===== config.mk =====
export PLATFORM = sky130hd
export DESIGN_NAME = crc_chk_par_flat
export DESIGN_NICKNAME = d
export VERILOG_FILES = /design/src/rtl/crc_chk_pkg.sv /design/src/rtl/crc_chk_par_if.sv /design/src/rtl/crc_step_comb.sv /design/src/rtl/crc_chk_par.sv /design/src/flat_wrapper.sv
export SDC_FILE = /design/constraint.sdc
export NUM_CORES = 1
export LEC_CHECK = 0
export CAP_MARGIN = 10
export CORE_MARGIN = 2
export CORE_UTILIZATION = 30
export CTS_CLUSTER_DIAMETER = 60
export CTS_CLUSTER_SIZE = 8
export DETAILED_ROUTE_END_ITERATION = 8
export GPL_ROUTABILITY_DRIVEN = 0
export GPL_TIMING_DRIVEN = 1
export PLACE_DENSITY = 0.49
export SETUP_SLACK_MARGIN = 0.2
export SLEW_MARGIN = 10
export SYNTH_ARGS = -nofsm -noshare
export SYNTH_HDL_FRONTEND = slang
export SYNTH_SLANG_ARGS = --single-unit
export TNS_END_PERCENT = 30

===== constraint.sdc =====
create_clock -name sb_clk -period 6.6 [get_ports sb_clk]
set_input_delay 1.98 -clock sb_clk [delete_from_list [all_inputs] [get_ports sb_clk]]
set_output_delay 1.98 -clock sb_clk [all_outputs]
set_load 0.02 [all_outputs]

===== src/rtl/crc_chk_pkg.sv =====
// Shared types, default CRC-16 constants and the unrolled LFSR step
// used by the parallel CRC checker.
package crc_chk_pkg;

  typedef enum logic [1:0] {
    IDLE  = 2'd0,
    ACCUM = 2'd1,
    CHECK = 2'd2
  } crc_state_e;

  localparam logic [15:0] CRC16_POLY      = 16'h8005;
  localparam logic [15:0] CRC16_SEED      = 16'hFFFF;
  localparam logic [15:0] CRC_EXPECT_ZERO = 16'h0000;

  localparam int CW_MAX = 32;
  localparam int DW_MAX = 64;

  // Applies the serial rule dw times, data[dw-1] first; all work is masked to cw bits.
  function automatic logic [CW_MAX-1:0] crc_step_f(
    input logic [CW_MAX-1:0] lfsr,
    input logic [DW_MAX-1:0] data,
    input logic [CW_MAX-1:0] poly,
    input int                cw,
    input int                dw
  );
    logic [CW_MAX-1:0] mask;
    logic [CW_MAX-1:0] acc;
    logic              fb;
    mask = (cw >= CW_MAX) ? {CW_MAX{1'b1}} : ((32'd1 << cw) - 32'd1);
    acc  = lfsr & mask;
    for (int i = DW_MAX - 1; i >= 0; i--) begin
      if (i < dw) begin
        fb  = data[i] ^ acc[cw-1];
        acc = ((acc << 1) ^ (fb ? (poly & mask) : '0)) & mask;
      end
    end
    return acc;
  endfunction

endpackage


===== src/rtl/crc_chk_par_if.sv =====
// Receive-side bundle of the CRC checker: framed data in, frame result out.
interface crc_chk_par_if #(
  parameter int CW = 16,
  parameter int DW = 8
);
  logic [DW-1:0] data_in;
  logic          data_vld;
  logic          sof;
  logic          eof;
  logic          busy;
  logic          crc_done;
  logic          crc_err;
  logic [CW-1:0] residue;
  logic          frame_abort;
  logic [15:0]   err_cnt;

  modport master (
    output data_in, data_vld, sof, eof,
    input  busy, crc_done, crc_err, residue, frame_abort, err_cnt
  );

  modport slave (
    input  data_in, data_vld, sof, eof,
    output busy, crc_done, crc_err, residue, frame_abort, err_cnt
  );
endinterface


===== src/rtl/crc_step_comb.sv =====
// Combinational next-LFSR value after absorbing DW data bits, MSB first.
module crc_step_comb
  import crc_chk_pkg::*;
#(
  parameter int          CW   = 16,
  parameter int          DW   = 8,
  parameter logic [31:0] POLY = 32'(CRC16_POLY)
) (
  input  logic [CW-1:0] lfsr_in,
  input  logic [DW-1:0] data_in,
  output logic [CW-1:0] lfsr_out
);
  logic [CW_MAX-1:0] step_full;

  assign step_full = crc_step_f(CW_MAX'(lfsr_in), DW_MAX'(data_in), POLY, CW, DW);
  assign lfsr_out  = step_full[CW-1:0];

  // Upper bits are always zero because the function masks to CW.
  if (CW < CW_MAX) begin : g_pad
    logic unused_pad;
    assign unused_pad = ^step_full[CW_MAX-1:CW];
  end
endmodule


===== src/rtl/crc_chk_par.sv =====
// Parallel CRC checker: DW bits/beat into a CW-bit LFSR, result pulse two edges after eof.
// Optional saturating error counter enabled by CRC_CHK_ERR_CNT_EN.
module crc_chk_par
  import crc_chk_pkg::*;
#(
  parameter int          CW     = 16,
  parameter int          DW     = 8,
  parameter logic [31:0] POLY   = 32'(CRC16_POLY),
  parameter logic [31:0] SEED   = 32'(CRC16_SEED),
  parameter logic [31:0] EXPECT = 32'(CRC_EXPECT_ZERO)
) (
  input  logic         sb_clk,
  input  logic         rst,
  crc_chk_par_if.slave bus
);
  localparam logic [CW-1:0] SEED_W   = SEED[CW-1:0];
  localparam logic [CW-1:0] EXPECT_W = EXPECT[CW-1:0];

  crc_state_e    state_q, state_d;
  logic [CW-1:0] lfsr_q, lfsr_d;
  logic [CW-1:0] step_base, step_out;
  logic          abort_d, chk_d;

  logic          chk_vld_q, chk_err_q;
  logic [CW-1:0] chk_res_q;
  logic          done_q, err_q, abort_q;
  logic [CW-1:0] res_q;

  // One step engine: restart and frame start seed from SEED, continuation from the LFSR.
  assign step_base = (state_q == ACCUM && !bus.sof) ? lfsr_q : SEED_W;

  crc_step_comb #(
    .CW  (CW),
    .DW  (DW),
    .POLY(32'(POLY[CW-1:0]))
  ) u_step (
    .lfsr_in (step_base),
    .data_in (bus.data_in),
    .lfsr_out(step_out)
  );

  always_comb begin
    state_d = state_q;
    lfsr_d  = lfsr_q;
    abort_d = 1'b0;
    chk_d   = 1'b0;
    case (state_q)
      IDLE: begin
        if (bus.data_vld && bus.sof) begin
          lfsr_d  = step_out;
          state_d = bus.eof ? CHECK : ACCUM;
        end
      end
      ACCUM: begin
        if (bus.data_vld) begin
          lfsr_d  = step_out;
          abort_d = bus.sof;
          if (bus.eof) begin
            state_d = CHECK;
          end
        end
      end
      CHECK: begin
        chk_d   = 1'b1;
        lfsr_d  = SEED_W;
        state_d = IDLE;
      end
      default: begin
        lfsr_d  = SEED_W;
        state_d = IDLE;
      end
    endcase
  end

  // The check stage feeds a result register, so crc_done lands on the second edge after eof.
  always_ff @(posedge sb_clk) begin
    if (rst) begin
      state_q   <= IDLE;
      lfsr_q    <= SEED_W;
      abort_q   <= 1'b0;
      chk_vld_q <= 1'b0;
      chk_err_q <= 1'b0;
      chk_res_q <= '0;
      done_q    <= 1'b0;
      err_q     <= 1'b0;
      res_q     <= '0;
    end else begin
      state_q   <= state_d;
      lfsr_q    <= lfsr_d;
      abort_q   <= abort_d;
      chk_vld_q <= chk_d;
      if (chk_d) begin
        chk_err_q <= (lfsr_q != EXPECT_W);
        chk_res_q <= lfsr_q;
      end
      done_q <= chk_vld_q;
      if (chk_vld_q) begin
        err_q <= chk_err_q;
        res_q <= chk_res_q;
      end
    end
  end

`ifdef CRC_CHK_ERR_CNT_EN
  logic [15:0] cnt_q;

  always_ff @(posedge sb_clk) begin
    if (rst) begin
      cnt_q <= '0;
    end else if (chk_vld_q && chk_err_q && cnt_q != 16'hFFFF) begin
      cnt_q <= cnt_q + 16'd1;
    end
  end

  assign bus.err_cnt = cnt_q;
`else
  assign bus.err_cnt = 16'd0;
`endif

  assign bus.busy        = (state_q == ACCUM);
  assign bus.crc_done    = done_q;
  assign bus.crc_err     = err_q;
  assign bus.residue     = res_q;
  assign bus.frame_abort = abort_q;
endmodule


===== src/flat_wrapper.sv =====
// flat-port wrapper written by rule: the top's interface ports become plain ports
module crc_chk_par_flat import crc_chk_pkg::*;
#(
  parameter int          CW     = 16,
  parameter int          DW     = 8,
  parameter logic [31:0] POLY   = 32'(CRC16_POLY),
  parameter logic [31:0] SEED   = 32'(CRC16_SEED),
  parameter logic [31:0] EXPECT = 32'(CRC_EXPECT_ZERO)
)
  (sb_clk, rst, bus_data_in, bus_data_vld, bus_sof, bus_eof, bus_busy, bus_crc_done, bus_crc_err, bus_residue, bus_frame_abort, bus_err_cnt);
  crc_chk_par_if #(.CW(CW), .DW(DW)) bus_i ();
  input  logic sb_clk;
  input  logic rst;
  input wire logic [$bits(bus_i.data_in)-1:0] bus_data_in;
  input wire logic [$bits(bus_i.data_vld)-1:0] bus_data_vld;
  input wire logic [$bits(bus_i.sof)-1:0] bus_sof;
  input wire logic [$bits(bus_i.eof)-1:0] bus_eof;
  output wire logic [$bits(bus_i.busy)-1:0] bus_busy;
  output wire logic [$bits(bus_i.crc_done)-1:0] bus_crc_done;
  output wire logic [$bits(bus_i.crc_err)-1:0] bus_crc_err;
  output wire logic [$bits(bus_i.residue)-1:0] bus_residue;
  output wire logic [$bits(bus_i.frame_abort)-1:0] bus_frame_abort;
  output wire logic [$bits(bus_i.err_cnt)-1:0] bus_err_cnt;
  assign bus_i.data_in = bus_data_in;
  assign bus_i.data_vld = bus_data_vld;
  assign bus_i.sof = bus_sof;
  assign bus_i.eof = bus_eof;
  assign bus_busy = bus_i.busy;
  assign bus_crc_done = bus_i.crc_done;
  assign bus_crc_err = bus_i.crc_err;
  assign bus_residue = bus_i.residue;
  assign bus_frame_abort = bus_i.frame_abort;
  assign bus_err_cnt = bus_i.err_cnt;
  crc_chk_par #(.CW(CW), .DW(DW), .POLY(POLY), .SEED(SEED), .EXPECT(EXPECT)) u_core (.sb_clk(sb_clk), .rst(rst), .bus(bus_i));
endmodule

==> summary by stage <==
Outcome
The flow ran to the end, and the final reports show no timing, DRC or antenna violations.

Detailed routing
After detailed routing, the number of remaining DRC violations is 0. The total number of vias is 1802. The routed wire length per instance is 12.52 um. Dividing the detail-routed via count by the number of cells gives 4.438. The post-detailed-routing wire length is 5.085 mm. The number of nets with antenna violations after routing is 0. The first detailed-routing pass took 4 iterations.

The detailed router's first-iteration violation count is 116.

Synthesis
In this run, synthesis produced a sequential element count of 55. By area the synthesized netlist is led by dfxtp_1 (44%), xnor2_1 (7.0%), mux2i_1 (6.8%). In this run, synthesis inferred 0 flip-flops with an integrated enable. The number of different library cells used by synthesis comes to 35. During synthesis, Yosys emitted a total of 0 warnings. The instance count of the mapped netlist is 279. For this run, the register share of the synthesized area comes to 44.09%. After synthesis, the largest area contributor takes up 44.09% of total cell area.

For this run, asynchronously set or reset flops after synthesis account for 0%. The area of the mapped netlist is 2497 um2. The most used flip-flop cell after synthesis is dfxtp_1. A synthesized cell averages 8.951 um2. The largest area contributor in the netlist is dfxtp_1.

Clock network
In this run, post-CTS hold repair placed 0 buffers. The TritonCTS clock tree is done. The clock tree root driver cell is clkbuf_8. In this run the post-CTS setup repair buffer count came out at 0. The H-tree generated during clock tree synthesis spans 2 levels. The number of buffers created by CTS is 5. The TritonCTS sink count is 55. Clock-pin slew was measured on the worst setup and hold paths at 0.10 ns. The clock reaches the later pin of the worst-skew pair after 0.31 ns. The number of buffers on the longest clock path is 2. In this run, post-CTS repair resized a total of 0 instances.

Global route
The met3 layer usage reported by global route is 2.767%. The aggregate global routing overflow is 0. The met2 track demand over resource in global routing is 17.25%. The highest-utilization routing layer at the global route stage is met2. The first global-routing pass estimated 8.300 mm of wire. Global routing used 17.02% of the available met1 tracks.

The aggregate global-route resource usage is 11.89%. The number of global-route vias before repair came to 1646. Entering global routing, the biggest net connects 45 pins. The number of antenna violations at the first check in global routing was 0.

Setup path
The maximum net fanout on the critical path is 17. The worst flop-to-flop path startpoint is u_core.state_q[0]$_SDFFE_PP0P_. The worst register-to-register path ends at u_core.lfsr_q[0]$_SDFFE_PP1P_.

The worst setup path is launched from an input port. The setup check on the worst reg-to-reg path leaves a slack of 3.83 ns. The start point of the critical path is bus_sof. Counting cells, the worst reg-to-reg path comes to 6. Data on the critical path arrives at its endpoint at 4.70 ns. The critical path ends at u_core.lfsr_q[0]$_SDFFE_PP1P_. The critical path is of the input port to flip-flop type. STA puts the critical path data required time at 6.80 ns. STA classifies the critical path endpoint as a flip-flop.

Die
The starting density of the core is 30.70%. The overall die area is 9071 um2. Measured along the x axis, the die boundary spans 95.24 um. The floorplan has 33 rows. For this design the top-level I/O count stands at 49. The vertical die dimension is 95.24 um.

The placeable core area is 8134 um2.

Power
The power density over cell area is 215.6 nW/um2. VDD sags by at most 0.07577 mV. The cell leakage power is 1.065 nW. The overall power consumption is 0.0006289 W.

STA
The final clock period utilization by the worst path is 68.19%. The final hold violation count was 0. The final-report setup violation count is 0. On the final layout, the worst clock skew is 0.007792 ns. Measured against its own limit, the worst slew margin works out to 33.71%.

The worst path needs 4.501 ns of the cycle, external delays included. The total negative slack is 0 ns. The count of pins over their slew limit was 0. Setup repair after global routing left no endpoint under its margin. The actual slew at the worst max-slew pin is 0.9923 ns. The timing-limited maximum frequency is 222.2 MHz.

Cells and area
The area growth from synthesis to layout is 16.78%. The post-route netlist has 4.319% of its cells at a drive strength greater than 1. The antenna diode instance count is 0. The number of nets in the layout is 313. The final standard cell utilization of the core is 35.86%. The filler cells instantiated in the layout total 837. The finished cells cover 2917 um2.

Flow run
The tool flagged a number of max-cap violations equal to 0.

Placement
In this run the cell area measured after placement is 2828 um2. The detailed placement HPWL is 3.601 mm. Port buffering added 32 buffers.

Min path
The tightest min-delay check is of the flip-flop to flip-flop type.
==> kinds of logic after synthesis <==
family          Yosys count  share of synthesized area, %
mux                      17                         6.813
compound gates           38                         9.519
flops                    55                         44.09
other cells               1                        0.1502
buf+inv                  35                         7.715
xor+xnor                 32                         14.18
simple gates            101                         17.54
==> flip-flops by register name (all words and copies together) (netlist names) <==
signal / count
u_core.chk_res_q: 16
u_core.bus.frame_abort: 1
u_core.bus.crc_done: 1
u_core.chk_vld_q: 1
u_core.state_q: 2
u_core.bus.residue: 16
u_core.lfsr_q: 16
u_core.chk_err_q: 1
u_core.bus.crc_err: 1
==> worst max-delay path, cell delays in order <==
cell and delay (ns):
clkdlybuf4s50_1 0.47, or3b_1 0.64, nor2_4 0.23, xor3_2 0.37, xnor3_1 0.40, or4_1 0.48
o311a_1 0.12
==> cells in the mapped netlist (2+ instances only) <==
cell type,number
o21bai_1,5
nand2b_1,2
dfxtp_1,55
buf_4,16
nor2b_1,3
xor2_1,7
xor3_1,2
nor4_1,4
buf_1,3
mux2i_1,17
nor3_1,5
clkbuf_1,15
nand2_1,44
nand3_1,2
nor2_1,35
xnor2_1,20
xnor3_1,2
a21oi_1,19
o211ai_1,7
==> through the flow <==
| stage | hold slack (ns) | instances | setup slack, ns |
|---|---|---|---|
| 2_1_floorplan | 0.4360 | 294 | 2.569 |
| 3_3_place_gp | 0.4466 | 398 | 1.811 |
| 3_5_place_dp | 0.4485 | 398 | 1.755 |
| 4_1_cts | 0.4611 | 406 | 2.091 |
| 5_1_grt | 0.4750 | 406 | 1.967 |
| 6_report | 0.4596 | 406 | 2.099 |
==> area by class of cell <==
| class | count | area, um2 | area share (%) |
|---|---|---|---|
| Multi-Input combinational cell | 204 | 1260 | 43.20 |
| Sequential cell | 55 | 1101 | 37.75 |
| Timing Repair Buffer | 34 | 335.3 | 11.50 |
| Tap cell | 105 | 131.4 | 4.505 |
| Clock buffer | 5 | 68.82 | 2.360 |
| Clock inverter | 3 | 20.02 | 0.6864 |
==> how the worst min path moves through the flow <==
stage,start,to,slack [ns],depth (start not counted)
after floorplan,u_core.chk_res_q[0]$_SDFFE_PP0P_,u_core.chk_res_q[0]$_SDFFE_PP0P_,0.44,2
after global placement,u_core.chk_res_q[7]$_SDFFE_PP0P_,u_core.chk_res_q[7]$_SDFFE_PP0P_,0.45,2
after detailed placement,u_core.chk_res_q[10]$_SDFFE_PP0P_,u_core.chk_res_q[10]$_SDFFE_PP0P_,0.45,2
after CTS,u_core.chk_res_q[10]$_SDFFE_PP0P_,u_core.chk_res_q[10]$_SDFFE_PP0P_,0.46,2
after global routing,u_core.chk_res_q[9]$_SDFFE_PP0P_,u_core.chk_res_q[9]$_SDFFE_PP0P_,0.47,2
final,u_core.chk_res_q[10]$_SDFFE_PP0P_,u_core.chk_res_q[10]$_SDFFE_PP0P_,0.46,2
==> power by group <==
group          switching (W)  internal (W)
clock               0.000112     0.0000741
combinational      0.0000447     0.0000405
sequential         0.0000148      0.000343
total               0.000171      0.000458
==> metal layers <==
metal | share of wire, % | vias to the layer above
met5 | 0 | -
met4 | 1.9 | 0
met3 | 3.8 | 6
met2 | 42 | 39
met1 | 52 | 824
li1 | - | 933
==> cells in the final DEF (no fill, tap or decap), types with 3 or more instances in the layout <==
| cell type | count |
|---|---|
| dfxtp_1 | 55 |
| xnor2_1 | 20 |
| nor2b_1 | 3 |
| nand2_1 | 44 |
| a21oi_1 | 19 |
| conb_1 | 16 |
| mux2i_1 | 17 |
| clkbuf_8 | 5 |
| xor2_1 | 7 |
| nor3_1 | 5 |
| o211ai_1 | 7 |
| o21bai_1 | 5 |
| nor2_1 | 35 |
| clkdlybuf4s50_1 | 32 |
| nor4_1 | 4 |
Power figures use the tool's default switching activity.
